**src/rtl/fp_square_if.sv**
```systemverilog
// Request/result bundle for fp_square: EN/a in, rdy/sq out.
// Uses the same signal names as squareroot so the two can be chained.
interface fp_square_if;
    logic        EN;
    logic [31:0] a;
    logic        rdy;
    logic [31:0] sq;

    modport master (output EN, a, input rdy, sq);
    modport slave  (input EN, a, output rdy, sq);
endinterface

```
**src/rtl/fp_square.sv**
```systemverilog
// Iterative IEEE-754 single-precision sign-preserving squarer (sq = a*|a|).
// Shift-add mantissa multiply, then one normalize/round/range cycle; denormals flush to zero.
module fp_square #(
    parameter int BITS_PER_CYCLE = 1
) (
    input  logic        clk,
    input  logic        rst,
    fp_square_if.slave  bus
);

    localparam int         STEPS = 24 / BITS_PER_CYCLE;
    localparam logic [4:0] LAST  = 5'(STEPS - 1);

    typedef enum logic [1:0] {IDLE, CALC, NORM, DONE} state_t;

    state_t      r_state;
    logic [31:0] r_a;
    logic [31:0] r_sq;
    logic        r_rdy;
    logic [47:0] r_mcand;
    logic [47:0] r_acc;
    logic [23:0] r_mplier;
    logic [4:0]  r_cnt;

    logic        w_capture;
    logic        w_special;
    logic [31:0] w_specialSq;
    logic [47:0] w_accNext;

    // A differing operand while results are shown counts as a fresh request.
    assign w_capture   = bus.EN && ((r_state == IDLE) || ((r_state == DONE) && (bus.a != r_a)));
    assign w_special   = (bus.a[30:23] == 8'h00) || (bus.a[30:23] == 8'hFF);
    assign w_specialSq = (bus.a[30:23] == 8'h00) ? {bus.a[31], 31'b0} : bus.a;

    always_comb begin
        w_accNext = r_acc;
        for (int j = 0; j < BITS_PER_CYCLE; j++) begin
            if (r_mplier[j]) begin
                w_accNext = w_accNext + (r_mcand << j);
            end
        end
    end

    logic               w_hi;
    logic [23:0]        w_mant;
    logic               w_guard;
    logic               w_sticky;
    logic               w_inc;
    logic [24:0]        w_rounded;
    logic [22:0]        w_frac;
    logic signed [9:0]  w_eBase;
    logic signed [9:0]  w_eOut;
    logic [31:0]        w_normSq;

    // Product lies in [1,4): bit 47 selects the extra exponent step.
    always_comb begin
        w_hi    = r_acc[47];
        w_eBase = $signed({2'b00, r_a[30:23]});
        if (w_hi) begin
            w_mant   = r_acc[47:24];
            w_guard  = r_acc[23];
            w_sticky = |r_acc[22:0];
            w_eOut   = (w_eBase <<< 1) - 10'sd126;
        end else begin
            w_mant   = r_acc[46:23];
            w_guard  = r_acc[22];
            w_sticky = |r_acc[21:0];
            w_eOut   = (w_eBase <<< 1) - 10'sd127;
        end
        w_inc     = w_guard & (w_sticky | w_mant[0]);
        w_rounded = {1'b0, w_mant} + {24'b0, w_inc};
        if (w_rounded[24]) begin
            w_frac = 23'd0;
            w_eOut = w_eOut + 10'sd1;
        end else begin
            w_frac = w_rounded[22:0];
        end
        if (w_eOut >= 10'sd255) begin
            w_normSq = {r_a[31], 8'hFF, 23'd0};
        end else if (w_eOut <= 10'sd0) begin
            w_normSq = {r_a[31], 31'b0};
        end else begin
            w_normSq = {r_a[31], w_eOut[7:0], w_frac};
        end
    end

    always_ff @(posedge clk or posedge rst) begin
        if (rst) begin
            r_state  <= IDLE;
            r_a      <= 32'd0;
            r_sq     <= 32'd0;
            r_rdy    <= 1'b0;
            r_mcand  <= 48'd0;
            r_acc    <= 48'd0;
            r_mplier <= 24'd0;
            r_cnt    <= 5'd0;
        end else if (w_capture) begin
            r_a   <= bus.a;
            r_rdy <= 1'b0;
            if (w_special) begin
                r_sq    <= w_specialSq;
                r_state <= DONE;
            end else begin
                r_mcand  <= {24'd0, 1'b1, bus.a[22:0]};
                r_mplier <= {1'b1, bus.a[22:0]};
                r_acc    <= 48'd0;
                r_cnt    <= 5'd0;
                r_state  <= CALC;
            end
        end else begin
            case (r_state)
                IDLE: r_rdy <= 1'b0;
                CALC: begin
                    r_acc    <= w_accNext;
                    r_mcand  <= r_mcand << BITS_PER_CYCLE;
                    r_mplier <= r_mplier >> BITS_PER_CYCLE;
                    r_cnt    <= r_cnt + 5'd1;
                    if (r_cnt == LAST) begin
                        r_state <= NORM;
                    end
                end
                NORM: begin
                    r_sq    <= w_normSq;
                    r_rdy   <= 1'b1;
                    r_state <= DONE;
                end
                DONE: begin
                    if (!bus.EN) begin
                        r_rdy   <= 1'b0;
                        r_state <= IDLE;
                    end else begin
                        r_rdy <= 1'b1;
                    end
                end
                default: r_state <= IDLE;
            endcase
        end
    end

    assign bus.rdy = r_rdy;
    assign bus.sq  = r_sq;

endmodule

```
**src/flat_wrapper.sv**
```systemverilog
// flat-port wrapper written by rule: the top's interface ports become plain ports
module fp_square_flat 
#(
    parameter int BITS_PER_CYCLE = 1
)
  (clk, rst, bus_EN, bus_a, bus_rdy, bus_sq);
  fp_square_if bus_i ();
  input  logic clk;
  input  logic rst;
  input wire logic [$bits(bus_i.EN)-1:0] bus_EN;
  input wire logic [$bits(bus_i.a)-1:0] bus_a;
  output wire logic [$bits(bus_i.rdy)-1:0] bus_rdy;
  output wire logic [$bits(bus_i.sq)-1:0] bus_sq;
  assign bus_i.EN = bus_EN;
  assign bus_i.a = bus_a;
  assign bus_rdy = bus_i.rdy;
  assign bus_sq = bus_i.sq;
  fp_square #(.BITS_PER_CYCLE(BITS_PER_CYCLE)) u_core (.clk(clk), .rst(rst), .bus(bus_i));
endmodule
```
**config.mk**
```make
export PLATFORM = sky130hd
export DESIGN_NAME = fp_square_flat
export DESIGN_NICKNAME = d
export VERILOG_FILES = /design/src/rtl/fp_square_if.sv /design/src/rtl/fp_square.sv /design/src/flat_wrapper.sv
export SDC_FILE = /design/constraint.sdc
export NUM_CORES = 1
export LEC_CHECK = 0
export CORE_UTILIZATION = 49
export CTS_CLUSTER_SIZE = 14
export DETAILED_ROUTE_END_ITERATION = 12
export PLACE_DENSITY = 0.71
export SYNTH_ARGS = -nofsm -noshare
export SYNTH_HDL_FRONTEND = slang
export SYNTH_SLANG_ARGS = --single-unit
```
**constraint.sdc**
```tcl
create_clock -name clk -period 9.1 [get_ports clk]
set_input_delay 1.82 -clock clk [delete_from_list [all_inputs] [get_ports clk]]
set_output_delay 1.82 -clock clk [all_outputs]
set_load 0.01 [all_outputs]
```
==> results of run 1 <==
[worst max-delay path, delay by kind of cell]
| kind | cells | cell delay [ns] |
|---|---|---|
| XOR/XNOR | 1 | 0.21 |
| AO/OA/AOI/OAI | 2 | 0.41 |
| multiplexers | 1 | 0.16 |
| buffers and inverters | 3 | 1.43 |
| AND/OR/NAND/NOR | 5 | 1.24 |
[registers in the layout (all words and copies together) (netlist names)]
| name | count |
|---|---|
| u_core.r_a | 32 |
| u_core.bus.sq | 32 |
| u_core.r_mcand | 48 |
| u_core.r_state | 2 |
| u_core.r_cnt | 5 |
| u_core.r_acc | 48 |
| u_core.r_mplier | 24 |
| u_core.bus.rdy | 1 |
[layout by cell type, fill, tap and decap left out, types with 52 or more instances in the layout]
master / synthesis / routed
nand3_1: 52 / 52
dfrtp_1: 192 / 191
o21ai_0: 151 / 151
clkdlybuf4s50_1: 0 / 67
nor2_1: 89 / 87
nand2_1: 204 / 203
ha_1: 53 / 53
xor2_1: 72 / 72
mux2i_1: 58 / 58
a21oi_1: 70 / 70
[power breakdown]
part	internal (uW)	switching [uW]	leakage, uW
sequential	1220	432	0.00243
combinational	1070	1430	0.00320
clock	387	410	0.000307
[logic make-up after synthesis]
kind of cell               count (synthesis)
xor gates and xnor gates                 118
buffers and inverters                    103
and+or+nand+nor                          467
muxes                                     90
adders and majority gates                 54
DFF                                      192
AOI/OAI and AO/OA                        368
[through the flow]
stage                     total power [uW]  worst slack (ns)  hold WS, ns  instance area [um^2]   util
final                                 4950              4.13        0.490                 14000  0.558
after CTS                             4940              4.21        0.490                 14000  0.558
after global routing                  5330              3.96        0.516                 14000  0.558
after floorplan                       3440              2.05        0.446                 12500      -
after detailed placement              4140              3.77        0.472                 13400  0.532
after global placement                4080              3.88        0.459                 13400  0.532
[area by class of cell]
type	count	area, um^2	share of cell area
Clock buffer	17	425	0.0304
Clock inverter	15	216	0.0155
Inverter	18	75.1	0.00536
Multi-Input combinational cell	1097	7310	0.522
Sequential cell	192	4810	0.343
Tap cell	330	413	0.0295
Timing Repair Buffer	79	761	0.0543
[cells in the mapped netlist (9+ instances only)]
| cell | instances | area [um^2] |
|---|---|---|
| mux2_2 | 31 | 349 |
| a21o_1 | 30 | 225 |
| inv_1 | 17 | 63.8 |
| dfrtp_1 | 192 | 4800 |
| clkbuf_1 | 59 | 221 |
| xor2_1 | 72 | 631 |
| o21ai_0 | 151 | 756 |
| xnor2_1 | 46 | 403 |
| nand4_1 | 18 | 113 |
| nor4_1 | 17 | 106 |
| buf_2 | 10 | 50.1 |
| nor2b_1 | 10 | 62.6 |
| a21oi_1 | 70 | 350 |
| nand3_1 | 52 | 260 |
| mux2i_1 | 58 | 581 |
| or3_1 | 9 | 56.3 |
| o21a_1 | 11 | 82.6 |
| ha_1 | 53 | 663 |
| nand2_1 | 204 | 766 |
| nor3_1 | 14 | 70.1 |
| a211oi_1 | 14 | 105 |
| a221oi_2 | 15 | 225 |
| nor2_1 | 89 | 334 |
[per-layer routing]
layer | global-route usage | wire length, um
met1 | 0.366 | 15500
met2 | 0.401 | 14900
met3 | 0.0291 | 1480
met4 | 0.0699 | 573
met5 | 0 | 0
[worst max path at each step]
stage	endpoint	slack (ns)	depth (start not counted)
6_report	u_core.r_acc[5]	4.13	12
5_1_grt	u_core.r_acc[15]	3.96	12
3_3_place_gp	u_core.r_acc[22]	3.88	12
4_1_cts	u_core.r_acc[5]	4.21	12
3_5_place_dp	u_core.r_acc[5]	3.77	12
2_1_floorplan	u_core.bus.rdy	2.05	1
==> flow_metrics.py, run 1 <==
metrics = {
    "drt": {
        "dr.pass1.iters": 5,
        "vias": 10390,
        "drc": 0,
        "routed_wl_um": 32400,
        "vias_per_cell": 5.94,
        "ant_nets": 0,
        "drt-initial-drc-count": 856,
        "wire_per_inst_um": 18.6,
    },
    "clock_tree": {
        "post_cts_buffers": 0,
        "cts_tree": "built",
        "hold_buffers": 0,
        "clkSinkCount": 192,
        "htree_levels": 4,
        "clockRootBuffer": "clkbuf_16",
        "clock_latency_ns": 0.44,
        "cts_resized": 0,
        "cts_max_path_buffers": 2,
        "cts_made_buffers": 17,
        "path_clk_slew_ns": 0.08,
    },
    "finish": {
        "layout-drive-gt1-share": 0.0839,
        "nNetsFinal": 1494,
        "area_growth_pct": 11.8,
        "diodes": 0,
        "layout.cells.non_filler": 1748,
        "fillers": 2221,
    },
    "setup_path": {
        "startpoint_type": "input pin",
        "slowest_delay_ns": 0.57,
        "cp.arrival_ns": 5.31,
        "critPathMaxFanout": 73,
        "critPathSlowestCell": "clkdlybuf4s50_1",
        "timing.rr.start": "u_core.r_acc[47]",
        "r2r_slack_ns": 4.59,
        "endpoint_kind": "flip-flop",
        "required_ns": 9.44,
        "cp-startpoint": "bus_a[4]",
        "crit_chain": "clkdlybuf4s50_1, xor2_1, nor4_1, nand4_1, o21ai_0, mux2i_1, and2_4, buf_4, nand2_1, buf_4, nand3_1, o21ai_0",
        "r2r_end": "u_core.bus.sq[12]",
        "r2r_cells": 11,
        "critical_path_class": "in -> reg",
    },
    "logic_synthesis": {
        "ys_ff_latch": 192,
        "synth-edff-count": 0,
        "synth_top_family_by_area": "compound AO/OA/AOI/OAI gates",
        "muxShareOfSynthArea": 0.0751,
        "synth_fa_ha_area_frac": 0.0545,
        "ys_seq_area_frac": 0.384,
        "ys_types": 82,
        "synth-main-ff-cell": "dfrtp_1",
        "synth_compound_area_frac": 0.192,
        "synth_nets": 1481,
        "synthXorXnorAreaFrac": 0.0825,
        "netlist_area_um2": 12500,
        "synthSimpleGateAreaFrac": 0.177,
        "syn_area_per_cell_um2": 9.00,
        "syn-instance-count": 1392,
        "yosysWarnings": 0,
        "async_flop_share": 1.00,
    },
    "place": {
        "post-place-cells": 1716,
        "place.port_buffers": 67,
        "place_hpwl_um": 22900,
        "place.gp.congestion": 0.899,
    },
    "min_path": {
        "min-delay-start": "u_core.r_mplier[23]",
        "min_path_type": "reg -> reg",
        "hold_path_depth": 2,
        "min_to": "u_core.r_mplier[23]",
    },
    "die": {
        "num_rows": 58,
        "dieWidth_um": 162,
        "start_util": 0.499,
        "top_level_ports": 68,
        "dieHeight_um": 162,
        "dieArea_um2": 26200,
        "core_area_um2": 25100,
    },
    "pwr": {
        "p_leak_uw": 0.00594,
        "powerDensity_nw_per_um2": 353,
        "ir_drop_mv": 0.169,
    },
    "global_routing": {
        "grt_pass1_vias": 9731,
        "grt_first_pass_wirelength_um": 52400,
        "grt.total_usage": 0.253,
        "grt_overflow": 0,
        "grt_max_degree": 122,
        "antenna_found_initial": 0,
    },
    "timing": {
        "period_needed_ns": 4.97,
        "drv_slew": 0,
        "finalSetupViolations": 0,
        "timing.slew.headroom": 0.195,
        "hold_violations": 0,
        "tightest_slew_ns": 1.21,
        "rsz0062_at_grt": "false",
        "max_freq_mhz": 201,
        "finClkSkew_ns": 0.0160,
        "fin_crit_sh": 0.546,
        "final.setup.tns_ns": 0,
    },
    "run": {
        "cap_violations": 0,
    },
    "status": {
        "outcome": "finished clean",
    },
}
Note: power is estimated with default switching activity, not from simulation.
==> run 2: changes to the inputs <==
==> constraint.sdc (replaced) <==
create_clock -name clk -period 5.1 [get_ports clk]
set_input_delay 1.02 -clock clk [delete_from_list [all_inputs] [get_ports clk]]
set_output_delay 1.02 -clock clk [all_outputs]
set_load 0.01 [all_outputs]
==> run 2 against run 1 <==
Compared with the run above:
- clock skew fell by 0.0032 ns
- via count rose by 0.53%
- final cell count rose by 0.57%
- count of clock-buffer cells in the layout did not move
==> flow_metrics.py, run 2 (same netlist as run 1, synthesis figures left out) <==
metrics = {
    "clock_tree": {
        "path_clk_slew_ns": 0.08,
        "cts_tree": "built",
        "hold_buffers": 0,
        "clkSinkCount": 192,
        "post_cts_buffers": 0,
        "cts_resized": 0,
        "htree_levels": 4,
        "cts_max_path_buffers": 2,
        "clock_latency_ns": 0.45,
        "cts_made_buffers": 17,
        "clockRootBuffer": "clkbuf_16",
    },
    "timing": {
        "hold_slack_ns": 0.484,
        "fin_crit_sh": 0.807,
        "period_needed_ns": 4.12,
        "timing.slew.headroom": 0.273,
        "finClkSkew_ns": 0.0128,
        "tightest_slew_ns": 1.09,
        "finalSetupViolations": 0,
        "worst_slack_ns": 0.983,
        "hold_violations": 0,
        "drv_slew": 0,
        "max_freq_mhz": 243,
        "rsz0062_at_grt": "false",
        "final.setup.tns_ns": 0,
    },
    "finish": {
        "mostFrequentLayoutCells": "nand2_1 (203), dfrtp_1 (191), o21ai_0 (151)",
        "final_cell_area_um2": 14100,
        "seq_area_um2": 4810,
        "fillers": 2209,
        "multi_input_area_um2": 7310,
        "layout_commonest_cell": "nand2_1",
        "area_growth_pct": 12.9,
        "layout-drive-gt1-share": 0.0903,
        "nNetsFinal": 1504,
        "diodes": 0,
        "top_regs": "u_core.r_acc: 48 flops, u_core.r_mcand: 48 flops",
    },
    "drt": {
        "routed_wl_um": 33000,
        "wire_per_inst_um": 18.8,
        "vias": 10445,
        "drc": 0,
        "ant_nets": 0,
        "dr.pass1.iters": 7,
        "drt-initial-drc-count": 928,
        "vias_per_cell": 5.94,
    },
    "die": {
        "dieArea_um2": 26200,
        "start_util": 0.499,
        "core_area_um2": 25100,
        "num_rows": 58,
        "dieHeight_um": 162,
        "top_level_ports": 68,
        "dieWidth_um": 162,
    },
    "pwr": {
        "powerDensity_nw_per_um2": 629,
        "power_uw": 8900,
        "p_switching_uw": 4060,
        "ir_drop_mv": 0.273,
        "p_leak_uw": 0.00601,
        "clkPwrFrac": 0.162,
        "p_sw_frac": 0.457,
        "pwr-share-comb": 0.509,
        "p_int_uw": 4830,
        "seq_power_share": 0.330,
    },
    "setup_path": {
        "crit_chain": "nand2b_1, a21boi_0, ha_1, nand3_2, nor4b_4, buf_4, nand4_4, nor4_4, a22oi_1, o21a_1, a211oi_2, and4bb_4, a221oi_1, nor2_1",
        "slowest_delay_ns": 0.59,
        "critPathSlowestCell": "and4bb_4",
        "r2r_cells": 14,
        "critPathMaxFanout": 22,
        "r2r_slack_ns": 0.98,
        "critical_path_class": "reg -> reg",
        "cp.arrival_ns": 4.49,
        "timing.rr.start": "u_core.r_acc[47]",
        "cpLargestDelayFamily": "simple AND/OR/NAND/NOR gates",
        "path_buf_inv": 1,
        "endpoint_kind": "flip-flop",
        "required_ns": 5.47,
        "startpoint_type": "flip-flop",
        "r2r_end": "u_core.bus.sq[1]",
    },
    "global_routing": {
        "grt.total_usage": 0.258,
        "grt_pass1_vias": 9759,
        "antenna_found_initial": 0,
        "grt_max_degree": 92,
        "grt_first_pass_wirelength_um": 53200,
        "grt_overflow": 0,
    },
    "min_path": {
        "min_path_type": "reg -> reg",
        "min-delay-start": "u_core.r_mplier[23]",
        "min_to": "u_core.r_mplier[23]",
        "hold_path_depth": 2,
    },
    "place": {
        "placed_cell_area_um2": 13500,
        "place.gp.congestion": 0.895,
        "place_hpwl_um": 23300,
        "place.port_buffers": 67,
        "dp_slack_ns": 0.774,
    },
    "status": {
        "outcome": "finished clean",
    },
    "run": {
        "cap_violations": 0,
    },
}
## run 2: changes by cell type in the layout (fill, tap and decap cells not counted), sizes merged
cell | before | now
clkinvlp | 0 | 1
inv | 25 | 24
buf | 12 | 22
## run 2: area by class of cell
type,count,share of cell area
clock buffer,17,0.0301
clock inverter,15,0.0162
inverter,18,0.00504
multi-input combinational,1097,0.516
sequential,192,0.340
tap,330,0.0292
timing repair buffer,89,0.0635
## run 2: worst min-delay path: stages (launching register included)
cell	delay, ns
dfrtp_1	0.35
nand2_1	0.05
nand2_1	0.05
## run 2: layer usage
metal  track usage  routed length, um  up-vias
met1         0.368              15600     5033
met2         0.402              14700      326
met5             0                  0        -
li1              -                  -     5030
met4        0.0875                891        0
met3        0.0358               1850       56
## run 2: worst max path at each step
| stage | start | endpoint | slack, ns | cells past startpoint |
|---|---|---|---|---|
| 5_1_grt | u_core.r_acc[47] | u_core.bus.sq[0] | 0.66 | 14 |
| 3_5_place_dp | bus_a[8] | u_core.r_a[7] | 0.77 | 9 |
| 3_3_place_gp | bus_a[8] | u_core.r_a[8] | 0.79 | 9 |
| 4_1_cts | u_core.r_acc[47] | u_core.bus.sq[0] | 0.98 | 14 |
| 2_1_floorplan | u_core.r_acc[47] | u_core.bus.sq[11] | 0.29 | 21 |
| 6_report | u_core.r_acc[47] | u_core.bus.sq[1] | 0.98 | 14 |
## run 2: power groups by stage
stage	clock [uW]	sequential, uW	combinational [uW]
6_report	1440	2930	4520
5_1_grt	1520	3020	5030
4_1_cts	1450	2910	4520
3_5_place_dp	0	2940	4480
3_3_place_gp	0	2910	4370
2_1_floorplan	0	2640	3490
## run 2: stage by stage
stage	util	std cells
2_1_floorplan	-	1392
3_3_place_gp	0.537	1726
3_5_place_dp	0.537	1726
4_1_cts	0.563	1758
5_1_grt	0.563	1758
6_report	0.563	1758
==> run 3: changes to the inputs <==
==> constraint.sdc (replaced) <==
create_clock -name clk -period 4.2 [get_ports clk]
set_input_delay 0.84 -clock clk [delete_from_list [all_inputs] [get_ports clk]]
set_output_delay 0.84 -clock clk [all_outputs]
set_load 0.01 [all_outputs]
==> run 3 against run 2 <==
Compared with the run above:
- worst hold slack about the same
- die area unchanged
- combinational power up 24%
- final cell count up 1.6%
- count of clock-buffer cells in the layout unchanged
- global-route usage about the same
- non-clock buffer count up 28
- clock power up 20%
- sequential share of layout area down 0.56 points
- total power up 23%
- largest cell class unchanged
==> flow_metrics.py, run 3 (same netlist as run 1, synthesis figures left out) <==
metrics = {
    "status": {
        "outcome": "finished clean",
    },
    "finish": {
        "diodes": 0,
        "layout-drive-gt1-share": 0.109,
        "mostFrequentLayoutCells": "nand2_1 (203), dfrtp_1 (191), o21ai_0 (150)",
        "area_growth_pct": 14.8,
        "top_regs": "u_core.r_acc: 48 flops, u_core.r_mcand: 48 flops",
        "layout_commonest_cell": "nand2_1",
        "nNetsFinal": 1532,
    },
    "setup_path": {
        "critical_path_class": "reg -> reg",
        "critPathMaxFanout": 10,
        "cp.arrival_ns": 4.20,
        "timing.rr.start": "u_core.r_acc[47]",
        "required_ns": 4.53,
        "cp-startpoint": "u_core.r_acc[47]",
        "endpoint_kind": "flip-flop",
        "startpoint_type": "flip-flop",
    },
    "clock_tree": {
        "cts_made_buffers": 17,
        "post_cts_buffers": 0,
        "cts_tree": "built",
        "cts_resized": 0,
        "clockRootBuffer": "clkbuf_16",
        "clock_latency_ns": 0.45,
        "hold_buffers": 0,
        "clkSinkCount": 192,
        "cts_max_path_buffers": 2,
        "htree_levels": 4,
        "path_clk_slew_ns": 0.09,
    },
    "run": {
        "cap_violations": 0,
    },
    "die": {
        "dieArea_um2": 26200,
        "start_util": 0.499,
        "core_area_um2": 25100,
        "dieHeight_um": 162,
        "top_level_ports": 68,
        "dieWidth_um": 162,
        "num_rows": 58,
    },
    "timing": {
        "final.setup.tns_ns": 0,
        "hold_violations": 0,
        "max_freq_mhz": 258,
        "period_needed_ns": 3.88,
        "rsz0062_at_grt": "false",
        "fin_crit_sh": 0.923,
        "finalSetupViolations": 0,
        "timing.slew.headroom": 0.447,
        "hold_slack_ns": 0.484,
        "drv_slew": 0,
        "tightest_slew_ns": 0.827,
        "finClkSkew_ns": 0.0148,
    },
    "drt": {
        "wire_per_inst_um": 18.2,
        "drt-initial-drc-count": 879,
        "dr.max_layer_used": "met4",
        "wl_met1_um": 15200,
        "drc": 0,
        "dr.pass1.iters": 5,
        "vias": 10539,
        "routed_wl_um": 32500,
        "ant_nets": 0,
        "wl_met2_um": 14900,
        "wl_met3_um": 1310,
        "vias_per_cell": 5.90,
    },
    "min_path": {
        "min_path_type": "reg -> reg",
        "min-delay-start": "u_core.r_mplier[12]",
    },
    "place": {
        "place.port_buffers": 67,
        "place_hpwl_um": 24000,
        "place.gp.congestion": 0.921,
    },
    "pwr": {
        "ir_drop_mv": 0.400,
        "p_leak_uw": 0.00615,
        "powerDensity_nw_per_um2": 759,
    },
    "global_routing": {
        "grt.total_usage": 0.258,
        "grt_max_degree": 92,
        "grt_first_pass_wirelength_um": 53300,
        "grt_overflow": 0,
        "grt_pass1_vias": 10047,
        "antenna_found_initial": 0,
    },
}
[run 3: power by group]
part           switching [uW]  internal (uW)  leakage [uW]
clock                     893            839      0.000309
combinational            3150           2470       0.00341
sequential                910           2650       0.00243
[run 3: stage by stage]
step | area [um^2] | setup slack (ns) | cells | utilization | total power (uW)
after global routing | 14400 | 0.0809 | 1786 | 0.573 | 11800
final | 14400 | 0.325 | 1786 | 0.573 | 10900
after floorplan | 12600 | 0.0310 | 1392 | - | 7460
after detailed placement | 13700 | 0.357 | 1754 | 0.547 | 9150
after global placement | 13700 | 0.352 | 1754 | 0.547 | 9000
after CTS | 14400 | 0.308 | 1786 | 0.573 | 10900
[run 3: layout make-up]
type                    count  area [um^2]
clock buffers              17          425
inverters                  18         71.3
clock inverters            15          224
flip-flops and latches    192         4810
fillers                  2162        10700
well taps                 330          413
repair buffers            117         1130
multi-input cells        1097         7310
[run 3: worst max-delay path, cell delays in order, from the launching register on]
cell and delay, ns:
dfrtp_2 0.47, nand2b_1 0.21, a21boi_0 0.21, ha_2 0.24, nand3_2 0.14, nor4b_4 0.40, nand4_4 0.26, o21a_1 0.30
xnor2_1 0.19, nand4b_1 0.15, o31ai_2 0.28, and4bb_4 0.33, buf_4 0.19, a221oi_1 0.31, nor2_1 0.07
[run 3: final timing paths]
kind                       slack, ns                  end  depth (start not counted)
setup reg to reg                0.32     u_core.bus.sq[1]                         14
hold reg to reg                 0.48  u_core.r_mplier[12]                          2
setup / recovery                0.32     u_core.bus.sq[1]                         14
min in group asynchronous       0.88        u_core.r_a[9]                          2
max in group asynchronous       2.45     u_core.r_acc[44]                          3
hold / removal                  0.48  u_core.r_mplier[12]                          2
[run 3: per-layer routing]
| layer | global-route usage | vias to the layer above |
|---|---|---|
| li1 | - | 5079 |
| met1 | 0.359 | 5144 |
| met2 | 0.409 | 260 |
| met3 | 0.0304 | 56 |
| met4 | 0.108 | 0 |
| met5 | 0 | - |
